## src/rtl/pong_game_ctrl_pkg.sv

```systemverilog
// Shared pong encodings: FSM states and winner codes used by the controller, animator and score display.
// Pure declarations; no clocked logic and no flow control.
package pong_pkg;

    localparam int SCORE_W_DEF = 5;

    typedef enum logic [2:0] {
        ST_IDLE      = 3'd0,
        ST_SERVE     = 3'd1,
        ST_PLAY      = 3'd2,
        ST_POINT     = 3'd3,
        ST_GAME_OVER = 3'd4
    } state_t;

    typedef logic [1:0] winner_t;

    localparam winner_t WIN_NONE = 2'b00;
    localparam winner_t WIN_P1   = 2'b01;
    localparam winner_t WIN_P2   = 2'b10;

endpackage

```

## src/rtl/pong_game_ctrl_if.sv

```systemverilog
// Event/status bundle between the game sequencer (master) and the animator/display side (slave).
// Events are single-cycle pulses or levels; no backpressure, the sequencer never stalls its inputs.
interface pong_game_ctrl_if
    import pong_pkg::*;
#(
    parameter int SCORE_W = SCORE_W_DEF
);
    logic               frame_tick;
    logic               start;
    logic               pause;
    logic               miss_left;
    logic               miss_right;
    logic               ball_load;
    logic               ball_run;
    logic               serve_dir;
    logic [SCORE_W-1:0] score_p1;
    logic [SCORE_W-1:0] score_p2;
    winner_t            winner;
    logic [2:0]         state;

    modport master (
        input  frame_tick, start, pause, miss_left, miss_right,
        output ball_load, ball_run, serve_dir, score_p1, score_p2, winner, state
    );

    modport slave (
        output frame_tick, start, pause, miss_left, miss_right,
        input  ball_load, ball_run, serve_dir, score_p1, score_p2, winner, state
    );
endinterface

```

## src/rtl/pong_game_ctrl_frame_timer.sv

```systemverilog
// Frame counter with synchronous clear; o_done is combinational on the tick that hits terminal count.
// Zero latency on done; counting simply stalls while i_en is low.
module frame_timer #(
    parameter int CNT_W = 6
) (
    input  logic             clk,
    input  logic             reset_n,
    input  logic             i_clr,
    input  logic             i_en,
    input  logic             i_tick,
    input  logic [CNT_W-1:0] i_tc,
    output logic             o_done
);
    logic [CNT_W-1:0] r_cnt;
    logic             w_step;

    assign w_step = i_en & i_tick;
    assign o_done = w_step & (r_cnt == i_tc);

    always_ff @(posedge clk or negedge reset_n) begin
        if (!reset_n) begin
            r_cnt <= '0;
        end else if (i_clr) begin
            r_cnt <= '0;
        end else if (w_step) begin
            r_cnt <= r_cnt + CNT_W'(1);
        end
    end
endmodule

```

## src/rtl/pong_game_ctrl.sv

```systemverilog
// Pong game sequencer: scores, serve direction, ball load/run enables, winner; all outputs registered.
// One-cycle output latency; no backpressure, misses outside unpaused PLAY are dropped.
module pong_game_ctrl
    import pong_pkg::*;
#(
    parameter int WIN_SCORE    = 11,
    parameter int SCORE_W      = SCORE_W_DEF,
    parameter int SERVE_FRAMES = 60,
    parameter int POINT_FRAMES = 30
) (
    input  logic             clk,
    input  logic             reset_n,
    pong_game_ctrl_if.master bus
);
    localparam int TMR_MAX = (SERVE_FRAMES > POINT_FRAMES) ? SERVE_FRAMES : POINT_FRAMES;
    localparam int TMR_W   = $clog2(TMR_MAX + 1);

    localparam logic [SCORE_W-1:0] L_WIN      = SCORE_W'(WIN_SCORE);
    localparam logic [TMR_W-1:0]   L_SERVE_TC = TMR_W'(SERVE_FRAMES - 1);
    localparam logic [TMR_W-1:0]   L_POINT_TC = TMR_W'(POINT_FRAMES - 1);

    state_t             r_state;
    logic [SCORE_W-1:0] r_score_p1;
    logic [SCORE_W-1:0] r_score_p2;
    logic               r_serve_dir;
    winner_t            r_winner;
    logic               r_ball_load;
    logic               r_ball_run;
    logic               r_start_q;

    state_t             w_state_nxt;
    logic [SCORE_W-1:0] w_p1_nxt;
    logic [SCORE_W-1:0] w_p2_nxt;
    logic               w_dir_nxt;
    winner_t            w_winner_nxt;
    logic               w_load_nxt;
    logic               w_run_nxt;
    logic               w_start_rise;
    logic               w_tmr_clr;
    logic               w_tmr_en;
    logic               w_tmr_done;
    logic [TMR_W-1:0]   w_tmr_tc;

    assign w_start_rise = bus.start & ~r_start_q;

    // Timer restarts on every state change, so a tick coincident with a transition belongs to the old state.
    assign w_tmr_clr = (w_state_nxt != r_state) ||
                       !((r_state == ST_SERVE) || (r_state == ST_POINT));
    assign w_tmr_en  = ((r_state == ST_SERVE) & ~bus.pause) | (r_state == ST_POINT);
    assign w_tmr_tc  = (r_state == ST_POINT) ? L_POINT_TC : L_SERVE_TC;

    frame_timer #(
        .CNT_W (TMR_W)
    ) u_frame_timer (
        .clk     (clk),
        .reset_n (reset_n),
        .i_clr   (w_tmr_clr),
        .i_en    (w_tmr_en),
        .i_tick  (bus.frame_tick),
        .i_tc    (w_tmr_tc),
        .o_done  (w_tmr_done)
    );

    always_comb begin
        w_state_nxt  = r_state;
        w_p1_nxt     = r_score_p1;
        w_p2_nxt     = r_score_p2;
        w_dir_nxt    = r_serve_dir;
        w_winner_nxt = r_winner;
        w_load_nxt   = 1'b0;

        case (r_state)
            ST_IDLE, ST_GAME_OVER: begin
                if (w_start_rise) begin
                    w_state_nxt  = ST_SERVE;
                    w_p1_nxt     = '0;
                    w_p2_nxt     = '0;
                    w_winner_nxt = WIN_NONE;
                    w_load_nxt   = 1'b1;
                end
            end
            ST_SERVE: begin
                if (w_tmr_done) begin
                    w_state_nxt = ST_PLAY;
                end
            end
            ST_PLAY: begin
                if (!bus.pause && (bus.miss_left || bus.miss_right)) begin
                    w_state_nxt = ST_POINT;
                    if (bus.miss_left && bus.miss_right) begin
                        w_dir_nxt = ~r_serve_dir;
                    end else if (bus.miss_right) begin
                        w_dir_nxt = 1'b0;
                        if (r_score_p1 < L_WIN) begin
                            w_p1_nxt = r_score_p1 + SCORE_W'(1);
                        end
                    end else begin
                        w_dir_nxt = 1'b1;
                        if (r_score_p2 < L_WIN) begin
                            w_p2_nxt = r_score_p2 + SCORE_W'(1);
                        end
                    end
                end
            end
            ST_POINT: begin
                if (w_tmr_done) begin
                    if (r_score_p1 == L_WIN) begin
                        w_state_nxt  = ST_GAME_OVER;
                        w_winner_nxt = WIN_P1;
                    end else if (r_score_p2 == L_WIN) begin
                        w_state_nxt  = ST_GAME_OVER;
                        w_winner_nxt = WIN_P2;
                    end else begin
                        w_state_nxt = ST_SERVE;
                        w_load_nxt  = 1'b1;
                    end
                end
            end
            default: begin
                w_state_nxt = ST_IDLE;
            end
        endcase

        w_run_nxt = (w_state_nxt == ST_PLAY) & ~bus.pause;
    end

    always_ff @(posedge clk or negedge reset_n) begin
        if (!reset_n) begin
            r_state     <= ST_IDLE;
            r_score_p1  <= '0;
            r_score_p2  <= '0;
            r_serve_dir <= 1'b0;
            r_winner    <= WIN_NONE;
            r_ball_load <= 1'b0;
            r_ball_run  <= 1'b0;
            r_start_q   <= 1'b0;
        end else begin
            r_state     <= w_state_nxt;
            r_score_p1  <= w_p1_nxt;
            r_score_p2  <= w_p2_nxt;
            r_serve_dir <= w_dir_nxt;
            r_winner    <= w_winner_nxt;
            r_ball_load <= w_load_nxt;
            r_ball_run  <= w_run_nxt;
            r_start_q   <= bus.start;
        end
    end

    assign bus.state     = r_state;
    assign bus.score_p1  = r_score_p1;
    assign bus.score_p2  = r_score_p2;
    assign bus.serve_dir = r_serve_dir;
    assign bus.winner    = r_winner;
    assign bus.ball_load = r_ball_load;
    assign bus.ball_run  = r_ball_run;
endmodule

```

## src/flat_wrapper.sv

```systemverilog
// flat-port wrapper written by rule: the top's interface ports become plain ports
module pong_game_ctrl_flat import pong_pkg::*;
#(
    parameter int WIN_SCORE    = 11,
    parameter int SCORE_W      = SCORE_W_DEF,
    parameter int SERVE_FRAMES = 60,
    parameter int POINT_FRAMES = 30
)
  (clk, reset_n, bus_frame_tick, bus_start, bus_pause, bus_miss_left, bus_miss_right, bus_ball_load, bus_ball_run, bus_serve_dir, bus_score_p1, bus_score_p2, bus_winner, bus_state);
  pong_game_ctrl_if #(.SCORE_W(SCORE_W)) bus_i ();
  input  logic clk;
  input  logic reset_n;
  input wire logic [$bits(bus_i.frame_tick)-1:0] bus_frame_tick;
  input wire logic [$bits(bus_i.start)-1:0] bus_start;
  input wire logic [$bits(bus_i.pause)-1:0] bus_pause;
  input wire logic [$bits(bus_i.miss_left)-1:0] bus_miss_left;
  input wire logic [$bits(bus_i.miss_right)-1:0] bus_miss_right;
  output wire logic [$bits(bus_i.ball_load)-1:0] bus_ball_load;
  output wire logic [$bits(bus_i.ball_run)-1:0] bus_ball_run;
  output wire logic [$bits(bus_i.serve_dir)-1:0] bus_serve_dir;
  output wire logic [$bits(bus_i.score_p1)-1:0] bus_score_p1;
  output wire logic [$bits(bus_i.score_p2)-1:0] bus_score_p2;
  output wire logic [$bits(bus_i.winner)-1:0] bus_winner;
  output wire logic [$bits(bus_i.state)-1:0] bus_state;
  assign bus_i.frame_tick = bus_frame_tick;
  assign bus_i.start = bus_start;
  assign bus_i.pause = bus_pause;
  assign bus_i.miss_left = bus_miss_left;
  assign bus_i.miss_right = bus_miss_right;
  assign bus_ball_load = bus_i.ball_load;
  assign bus_ball_run = bus_i.ball_run;
  assign bus_serve_dir = bus_i.serve_dir;
  assign bus_score_p1 = bus_i.score_p1;
  assign bus_score_p2 = bus_i.score_p2;
  assign bus_winner = bus_i.winner;
  assign bus_state = bus_i.state;
  pong_game_ctrl #(.WIN_SCORE(WIN_SCORE), .SCORE_W(SCORE_W), .SERVE_FRAMES(SERVE_FRAMES), .POINT_FRAMES(POINT_FRAMES)) u_core (.clk(clk), .reset_n(reset_n), .bus(bus_i));
endmodule
```

## config.mk

```make
export PLATFORM = sky130hd
export DESIGN_NAME = pong_game_ctrl_flat
export DESIGN_NICKNAME = d
export VERILOG_FILES = /design/src/rtl/pong_game_ctrl_pkg.sv /design/src/rtl/pong_game_ctrl_if.sv /design/src/rtl/pong_game_ctrl_frame_timer.sv /design/src/rtl/pong_game_ctrl.sv /design/src/flat_wrapper.sv
export SDC_FILE = /design/constraint.sdc
export NUM_CORES = 1
export LEC_CHECK = 0
export CAP_MARGIN = 20
export CORE_ASPECT_RATIO = 2
export CORE_MARGIN = 3
export CORE_UTILIZATION = 48
export CTS_BUF_LIST = sky130_fd_sc_hd__clkbuf_8
export DETAILED_ROUTE_END_ITERATION = 10
export PLACE_DENSITY_LB_ADDON = 0.12
export SLEW_MARGIN = 10
export SYNTH_ARGS = -nofsm -noshare
export SYNTH_HDL_FRONTEND = slang
export SYNTH_SLANG_ARGS = --single-unit
export TNS_END_PERCENT = 10
```

## constraint.sdc

```tcl
create_clock -name clk -period 1.77 [get_ports clk]
set_input_delay 0.354 -clock clk [delete_from_list [all_inputs] [get_ports clk]]
set_output_delay 0.354 -clock clk [all_outputs]
set_load 0.05 [all_outputs]
```

### Yosys cells after proc, flatten, opt, wreduce, memory -nomap -nowiden

Cells that the tools add are included.

* register bits after elaboration: 25
* bits of input ports: 7

* add/sub/neg operators: 3
* order comparisons: 2
* eq/ne operators: 18
* mux-type cells: 33
* bitwise logic cells: 9
* reductions and logical operators: 16

Operators by type and width (count)
* 5-bit two-way mux: 9
* 5-bit case mux with 2 select lines: 2
* 3-bit two-way mux: 6
* 6-bit two-way mux: 3
* 3-bit case mux with 4 select lines: 1
* 6-bit AND reduction: 2
* 5-bit by 1-bit adder with 5-bit output (second input constant): 2
* 5-bit by 4-bit == test with 1-bit output (second input constant): 2
* 5-bit by 4-bit < comparator with 1-bit output (second input constant): 2
* 3-bit by 2-bit == test with 1-bit output (second input constant): 3
* 2-bit two-way mux: 4
* 2-bit by 1-bit inequality test with 1-bit output (second input constant): 4
* 2-bit inequality test (second input constant): 4
* 6-bit by 1-bit adder with 6-bit output (second input constant): 1
* 6-bit == test: 1
* 1-bit two-way mux: 6
* 2-bit nonzero test: 3
* 1-bit bitwise AND: 5
* 2-bit case mux with 2 select lines: 1
* 4-bit AND reduction: 1
* 3-bit by 1-bit == test with 1-bit output (second input constant): 1
* 3-bit == test (second input constant): 1
* 3-bit zero test: 1
* 1-bit logical OR: 3
* 9 further kinds: 13

### Longest topological paths before layout

Gate-level depths: netlist (run 1).

* word-level depth: 10
* mapped depth: 6
* gate-level depth less buffers: 6

### By module

Synthesis (run 1) repeated with hierarchy kept, for this count alone.

* cells, all modules: 129
* area total of the unflattened synthesis: 1363.8 um2

By module, submodules not included
* pong_game_ctrl: times used 1, cells each 92, area an instance 1006.0 um2
* frame_timer: times used 1, cells each 37, area an instance 357.8 um2

### Least setup slack after synthesis (run 1)

Ideal clock, no wire load.

* kind: register to register
* from: register u_core.r_state[1], in the netlist u_core.bus.state[1]
* to: register u_core.r_score_p1[2], in the netlist u_core.bus.score_p1[2]
* data arrival time: 1.865 ns
* required time: 1.619 ns
* path slack: -0.246 ns
* cell stages (with the launch flop): 6
* path buffers: 0
* cells stage by stage: dfrtp_1 -> nor4b_4 -> nand2_2 -> a2111oi_4 -> nand2_2 -> mux2i_1

* cells in the longest elaborated chain, start to end: 4
* elaborated cells between the ends (all ways): 12

RTL lines
* start, declared: RTL line pong_game_ctrl.sv:22 `state_t r_state;`
* start signal, assigned: RTL line pong_game_ctrl.sv:138 `r_state <= w_state_nxt;`
* 3-bit == test or 3-bit zero test (tied branches): RTL line pong_game_ctrl.sv:72 `case (r_state)`
* 2-bit OR reduction: RTL line pong_game_ctrl.sv:72
* 2-bit by 1-bit inequality test with 1-bit output (no line) or 2-bit nonzero test (tied branches)
* 6-bit AND reduction (no line)
* end signal, assigned: RTL line pong_game_ctrl.sv:139 `r_score_p1 <= w_p1_nxt;`
* end, declared: RTL line pong_game_ctrl.sv:23 `logic [SCORE_W-1:0] r_score_p1;`

Parallel ways exist; a longest one is shown, timed or not.
A chain may end at the register's enable or synchronous reset.

### Worst setup path in the final report (run 1)

* from: register u_core.u_frame_timer.r_cnt[5]
* to: register u_core.r_ball_run, in the netlist u_core.bus.ball_run

* cells in the longest elaborated chain, start to end: 6
* elaborated cells between the ends (all ways): 7

RTL lines
* start, declared: RTL line pong_game_ctrl_frame_timer.sv:14 `logic [CNT_W-1:0] r_cnt;`
* start signal, assigned: RTL line pong_game_ctrl_frame_timer.sv:26 `r_cnt <= r_cnt + CNT_W'(1);`
* 6-bit == test *: RTL line pong_game_ctrl_frame_timer.sv:18 `assign o_done = w_step & (r_cnt == i_tc);`
* 1-bit bitwise AND *: RTL line pong_game_ctrl_frame_timer.sv:18
* 3-bit two-way mux, on equally long branches: RTL line pong_game_ctrl.sv:106, pong_game_ctrl.sv:83
* 3-bit case mux with 4 select lines *: RTL line pong_game_ctrl.sv:72
* net u_core.w_state_nxt[0]: RTL line pong_game_ctrl.sv:31 `state_t w_state_nxt;`
* 3-bit by 2-bit == test with 1-bit output *: RTL line pong_game_ctrl.sv:124 `w_run_nxt = (w_state_nxt == ST_PLAY) & ~bus.pause;`
* 1-bit bitwise AND *: RTL line pong_game_ctrl.sv:124
* net u_core.w_run_nxt: RTL line pong_game_ctrl.sv:37 `logic w_run_nxt;`
* end signal, assigned: RTL line pong_game_ctrl.sv:144 `r_ball_run <= w_run_nxt;`
* end, declared: RTL line pong_game_ctrl.sv:28 `logic r_ball_run;`

Mark *: on every way through the listed nets, which the timed path passes. The rest lies on a longest branch.

==> summary.txt, run 1 <==
Finish
  – Final core utilization: 0.706
  – Finished Layout Cells: between 150 and 200
  – Final #Nets: ~170
  – N_diodes: 0
  – Layout Area Growth over Synthesis: 36.0%
  – Ratio of cells with drive above 1 in the final layout: 0.374

STA
  – Final period util: 1.00
  – RSZ-0062 raised after global routing: yes
  – Final setup margin: -0.00520 ns
  – Worst-Margin Slew: about 0.42 ns
  – Final setup fails: 1
  – Clk_skew: 0.00180 ns
  – Max-slew violations: 0
  – Fmax achieved: 563 MHz
  – Setup tns final: -0.00520 ns
  – Relative slew slack: 0.720
  – Fin. Hold Viols: 0
  – Crit path time final: between 1.5 and 2 ns

Global routing
  – Total GRT Usage: 0.198
  – Vias in the first global route: 1116
  – First-pass GRT wire length: 5.05 mm
  – Initial antenna violation count: 0
  – Global route total overflow: 0
  – Pin count of the biggest net entering global routing: 26

Floorplan
  – # IOs: 25
  – Die Ht: 79.1 um
  – Rows: 25
  – Core area: 2470 um2
  – DIE WIDTH: 42.6 um
  – Starting Density: 0.519
  – Die ar.: roughly 3400 um2

Route
  – First-pass DRT Iterations: 4
  – Antenna Nets Post-Route: 0
  – WL/cell: roughly 16 um
  – DRC Markers: 0
  – WL final: slightly below 3 mm
  – Routed vias/inst: between 5 and 6
  – Initial DRC count: 18
  – Via count: 1085

Outcome
  – Status: complete, but fails checks
  – Failing checks: negative setup slack

Clock network
  – CTS buffer count: 3
  – Worst-Skew Late Latency: approximately 0.27 ns
  – Sink Count: 25
  – CTS tree: built
  – Root Buffer: clkbuf_8
  – Max Buffers Root-to-Sink: 2
  – H-tree levels: 1
  – Clk slew on worst S/H paths: roughly 0.080 ns
  – Cts-stage hold buffer count: 0

Yosys
  – Synthesized area: 1280 um2
  – Main synth FF type: dfrtp_1
  – Post-synth cell types: 41
  – Top cells by count, synth: dfrtp_1 (25), nor2_1 (14), nand2_1 (8), xor2_1 (8), nand3_1 (6)
  – Synth warnings: 0
  – Yosys top cell area share: 0.487
  – Syn_nets: 128
  – Number of synthesized register bits: 25
  – Top cells by area, synth: dfrtp_1 (49%), xor2_1 (5.5%), nor2_1 (4.1%)
  – Syn_area_per_cell: ~11 um2
  – Top-count cell post-synth: dfrtp_1
  – Mapped Cells: roughly 120
  – Seq/Total Area, Yosys: 0.487
  – Asr flop ratio synth: 1.00
  – Post-synth EDFFs: 0
  – Leading area contributor after synthesis: dfrtp_1

Hold path
  – Hold Crit Class: in2async

Worst setup path
  – Setup crit start kind: flop
  – Setup crit end kind: flop
  – Critical Path RT: 1.95 ns
  – CP Class: reg2reg
  – Critical Path AT: 1.96 ns
  – Max FO, Critical Path: 2

Placement
  – GP Congestion: 0.765
  – IO buf count: 24
  – Placed wire-length estimate: 2.25 mm
  – Placed cell count: 184

Power
  – Pwr Density: between 700 and 800 nW/um2
  – Overall power: 1.31 mW
  – Maximum vdd drop: 0.654 mV
  – P_leak: 0.834 nW

Flow run
  – Max Cap Violations: 0
## worst paths after layout
check                                                   start                            end  slack (ns)  depth (start not counted)
worst max register to register  u_core.u_frame_timer.r_cnt[5]            u_core.bus.ball_run      -0.005                          5
max in group asynchronous                             reset_n            u_core.bus.state[0]        1.06                          2
worst min-delay path                                  reset_n  u_core.u_frame_timer.r_cnt[5]        0.44                          2
worst min register to register           u_core.bus.serve_dir           u_core.bus.serve_dir        0.49                          1
min in group clk                         u_core.bus.serve_dir           u_core.bus.serve_dir        0.49                          1
worst max-delay path            u_core.u_frame_timer.r_cnt[5]            u_core.bus.ball_run      -0.005                          5
## critical path, cell delays in order, from the launching register on
cell       delay [ns]
dfrtp_1          0.38
or3b_1           0.39
mux2i_2          0.19
a311o_2          0.25
o2111ai_4        0.16
nor4_4           0.31
## through the flow
step	cell area, um2	setup slack [ns]	hold slack, ns
after global routing	1750	-0.0851	0.472
after CTS	1700	-0.00916	0.453
after global placement	1660	-0.289	0.484
after detailed placement	1660	-0.328	0.479
after floorplan	1300	-0.0272	0.0584
final	1750	-0.00520	0.442
## sequential cells by signal, summed over array words and instances, names as in the netlist
signal	flops
u_core.u_frame_timer.r_cnt	6
u_core.bus.score_p1	5
u_core.bus.score_p2	5
u_core.bus.state	3
u_core.bus.winner	2
u_core.bus.ball_load	1
u_core.bus.ball_run	1
u_core.bus.serve_dir	1
u_core.r_start_q	1
## power by group
group / internal (mW) / total (mW) / switching [mW]
Combinational: 0.144 / 0.294 / 0.150
Clock: 0.156 / 0.336 / 0.180
Sequential: 0.633 / 0.683 / 0.0498
Total: 0.932 / 1.31 / 0.380
## cell usage in the layout, fill, tap and decap left out, types with 4 or more instances in the layout
cell type,count
buf_4,36
dfrtp_1,18
nor2_1,14
nand4_1,4
dfrtp_2,7
nand2_1,8
clkdlybuf4s50_1,6
xor2_1,8
nand3_1,6
## cell type report
| class | count | area, um2 |
|---|---|---|
| Multi-Input combinational cell | 90 | 678 |
| Sequential cell | 25 | 634 |
| Clock buffer | 3 | 41.3 |
| Tap cell | 27 | 33.8 |
| Clock inverter | 1 | 3.75 |
| Timing Repair Buffer | 43 | 350 |
| Fill cell | 179 | 726 |
| Inverter | 1 | 3.75 |
## per-layer routing
metal  track usage  up-vias  share of wire
met4         0.103        0          0.027
met2         0.353       23           0.54
li1              -      516              -
met3        0.0249        7          0.034
met1         0.221      539           0.39
met5             0        -              0
## cells by family after synthesis
family          synth area share
compound gates             0.128
xor+xnor                  0.0614
fa+ha+maj                 0.0292
buf+inv                  0.00974
flops                      0.487
mux                       0.0312
simple gates               0.253
## timing repair
item / 4_1_cts / 5_1_grt
pin swaps: 1 / 4
setup buffers: 0 / 2
endpoints found under the setup margin: 4 / 8
resized for setup: 0 / 4
(Power assumes the default switching activity.)
==> run 2: changes to the inputs <==
CORE_UTILIZATION = 30   (was 48)
GPL_TIMING_DRIVEN = 0   (was unset)
==> summary.txt, run 2 (synthesis gave the netlist of run 1 again) <==
Worst setup path
  – Setup crit start kind: flop
  – Critical Path AT: 1.86 ns (-0.10 ns)
  – Setup crit end kind: flop
  – Reg2reg path depth: 5 (unchanged)
  – Reg2Reg Setup Slack: 0.09 ns (+0.09 ns)
  – Worst R2R End: u_core.bus.ball_run
  – Max FO, Critical Path: 8 (+6)
  – CP Class: reg2reg
  – Critical R2R Launch: u_core.u_frame_timer.r_cnt[1]
  – Critical Path RT: 1.95 ns (about the same)

Route
  – DRC Markers: 0 (unchanged)
  – WL/cell: 14.5 um (-7.3%)
  – First-pass DRT Iterations: 4 (unchanged)
  – Antenna Nets Post-Route: 0 (unchanged)
  – Via count: 1015 (-6.5%)
  – Routed vias/inst: 5.02 (-12%)
  – Initial DRC count: 18 (unchanged)
  – WL final: 2.92 mm (-1.4%)

STA
  – Relative slew slack: 0.542 (-0.178)
  – Final period util: 0.949 (-0.0536)
  – Crit path time final: 1.68 ns (-0.0949 ns)
  – Worst-Margin Slew: 0.682 ns (+0.262 ns)
  – Fmax achieved: 595 MHz (+5.6%)
  – Final setup margin: 0.0897 ns (+0.0949 ns)
  – Max-slew violations: 0 (unchanged)
  – Clk_skew: 0.00170 ns (-0.000107 ns)
  – RSZ-0062 raised after global routing: yes
  – Final setup fails: 0 (-1)
  – Fin. Hold Viols: 0 (unchanged)
  – Setup tns final: 0 ns (+0.00520 ns)

Finish
  – Fin area: 1690 um2 (-2.9%)
  – Ratio of cells with drive above 1 in the final layout: 0.200 (-0.174)
  – Final #Nets: 161 (-7.5%)
  – Most frequent cells in the layout: dlygate4sd2_1 (17), dfrtp_1 (17), nor2_1 (14)
  – Finished Layout Cells: 202 (+6.3%)
  – Max reg flops: 6 (unchanged)
  – N_diodes: 0 (unchanged)
  – Biggest register: u_core.u_frame_timer.r_cnt
  – Final core utilization: 0.410 (-0.296)
  – Layout Area Growth over Synthesis: 32.0%

Floorplan
  – Core area: 4130 um2 (+67%)
  – Die Ht: 98.5 um (+24%)
  – Starting Density: 0.311 (-0.209)
  – Rows: 33 (+32%)
  – Die ar.: 5150 um2 (+53%)
  – # IOs: 25 (unchanged)
  – DIE WIDTH: 52.3 um (+23%)

Clock network
  – CTS buffer count: 3 (unchanged)
  – Clk slew on worst S/H paths: 0.09 ns (about the same)
  – Worst-Skew Late Latency: 0.27 ns (about the same)
  – Cts-stage hold buffer count: 0 (unchanged)
  – Sink Count: 25 (unchanged)
  – H-tree levels: 1 (unchanged)
  – CTS tree: built
  – Root Buffer: clkbuf_8
  – Max Buffers Root-to-Sink: 2 (unchanged)

Outcome
  – Status: completed

Hold path
  – Hold Crit Class: in2async

Placement
  – Dpl cell area: 1630 um2 (-1.7%)
  – Placed wire-length estimate: 2.21 mm (-1.8%)
  – Pre-CTS setup slack: -0.539 ns (-0.211 ns)
  – Placed cell count: 195 (+6.0%)
  – GP Congestion: 0.753 (-1.5%)
  – IO buf count: 24 (unchanged)

Global routing
  – Total GRT Usage: 0.128 (-0.0701)
  – First-pass GRT wire length: 4.95 mm (-1.9%)
  – Pin count of the biggest net entering global routing: 17 (-35%)
  – Initial antenna violation count: 0 (unchanged)
  – Global route total overflow: 0 (unchanged)
  – Vias in the first global route: 991 (-11%)

Power
  – P_leak: 0.846 nW (+1.5%)
  – Pwr Density: 759 nW/um2 (+0.91%)
  – Maximum vdd drop: 0.437 mV (-33%)

Flow run
  – Max Cap Violations: 0 (unchanged)
-- run 2: power breakdown --
| group | switching (mW) | total, mW | leakage, nW | internal [mW] |
|---|---|---|---|---|
| Sequential | 0.0749 | 0.710 | 0.321 | 0.635 |
| Combinational | 0.120 | 0.236 | 0.499 | 0.116 |
| Clock | 0.182 | 0.340 | 0.0255 | 0.157 |
| Total | 0.377 | 1.29 | 0.846 | 0.909 |
-- run 2: metal layers --
layer	vias to the layer above	global-route usage	wire [um]
met4	0	0.0531	42
met1	501	0.153	1170
li1	494	-	-
met5	-	0	0
met2	16	0.221	1630
met3	4	0.0166	76
-- run 2: worst max path at each step --
stage	slack [ns]	start	cells after the start	endpoint
2_1_floorplan	-0.03	u_core.bus.state[0]	5	u_core.bus.score_p1[2]
3_3_place_gp	-0.52	bus_pause	6	u_core.bus.score_p1[3]
3_5_place_dp	-0.54	bus_pause	6	u_core.bus.score_p1[3]
4_1_cts	-0.11	bus_frame_tick	6	u_core.bus.ball_run
5_1_grt	-0.03	bus_start	6	u_core.bus.ball_run
6_report	0.09	u_core.u_frame_timer.r_cnt[1]	5	u_core.bus.ball_run
-- run 2: worst max-delay path, cell delays in order (launching register included) --
cell and delay [ns]:
dfrtp_2 0.47, or3b_1 0.39, mux2i_1 0.17, a311o_2 0.23, o2111ai_2 0.16, nor4_2 0.17
-- run 2: per-stage QoR --
step	hold WS, ns	power, mW
floorplan	0.0584	0.854
global placement	0.480	0.921
detailed placement	0.483	0.944
CTS	0.449	1.30
global route	0.468	1.38
finish	0.448	1.29
-- run 2: area by class of cell --
cell class,instances,area [um2]
Clock buffer,3,41.3
Timing Repair Buffer,28,274
Buffer,2,11.3
Clock inverter,1,5.00
Inverter,1,3.75
Fill cell,431,2430
Tap cell,52,65.1
Sequential cell,25,636
Multi-Input combinational cell,90,658
-- run 2: repair_timing --
item,in CTS,in global routing
setup buffers,1,2
resized for setup,17,5
pin swaps,2,3
endpoints found under the setup margin,22,7
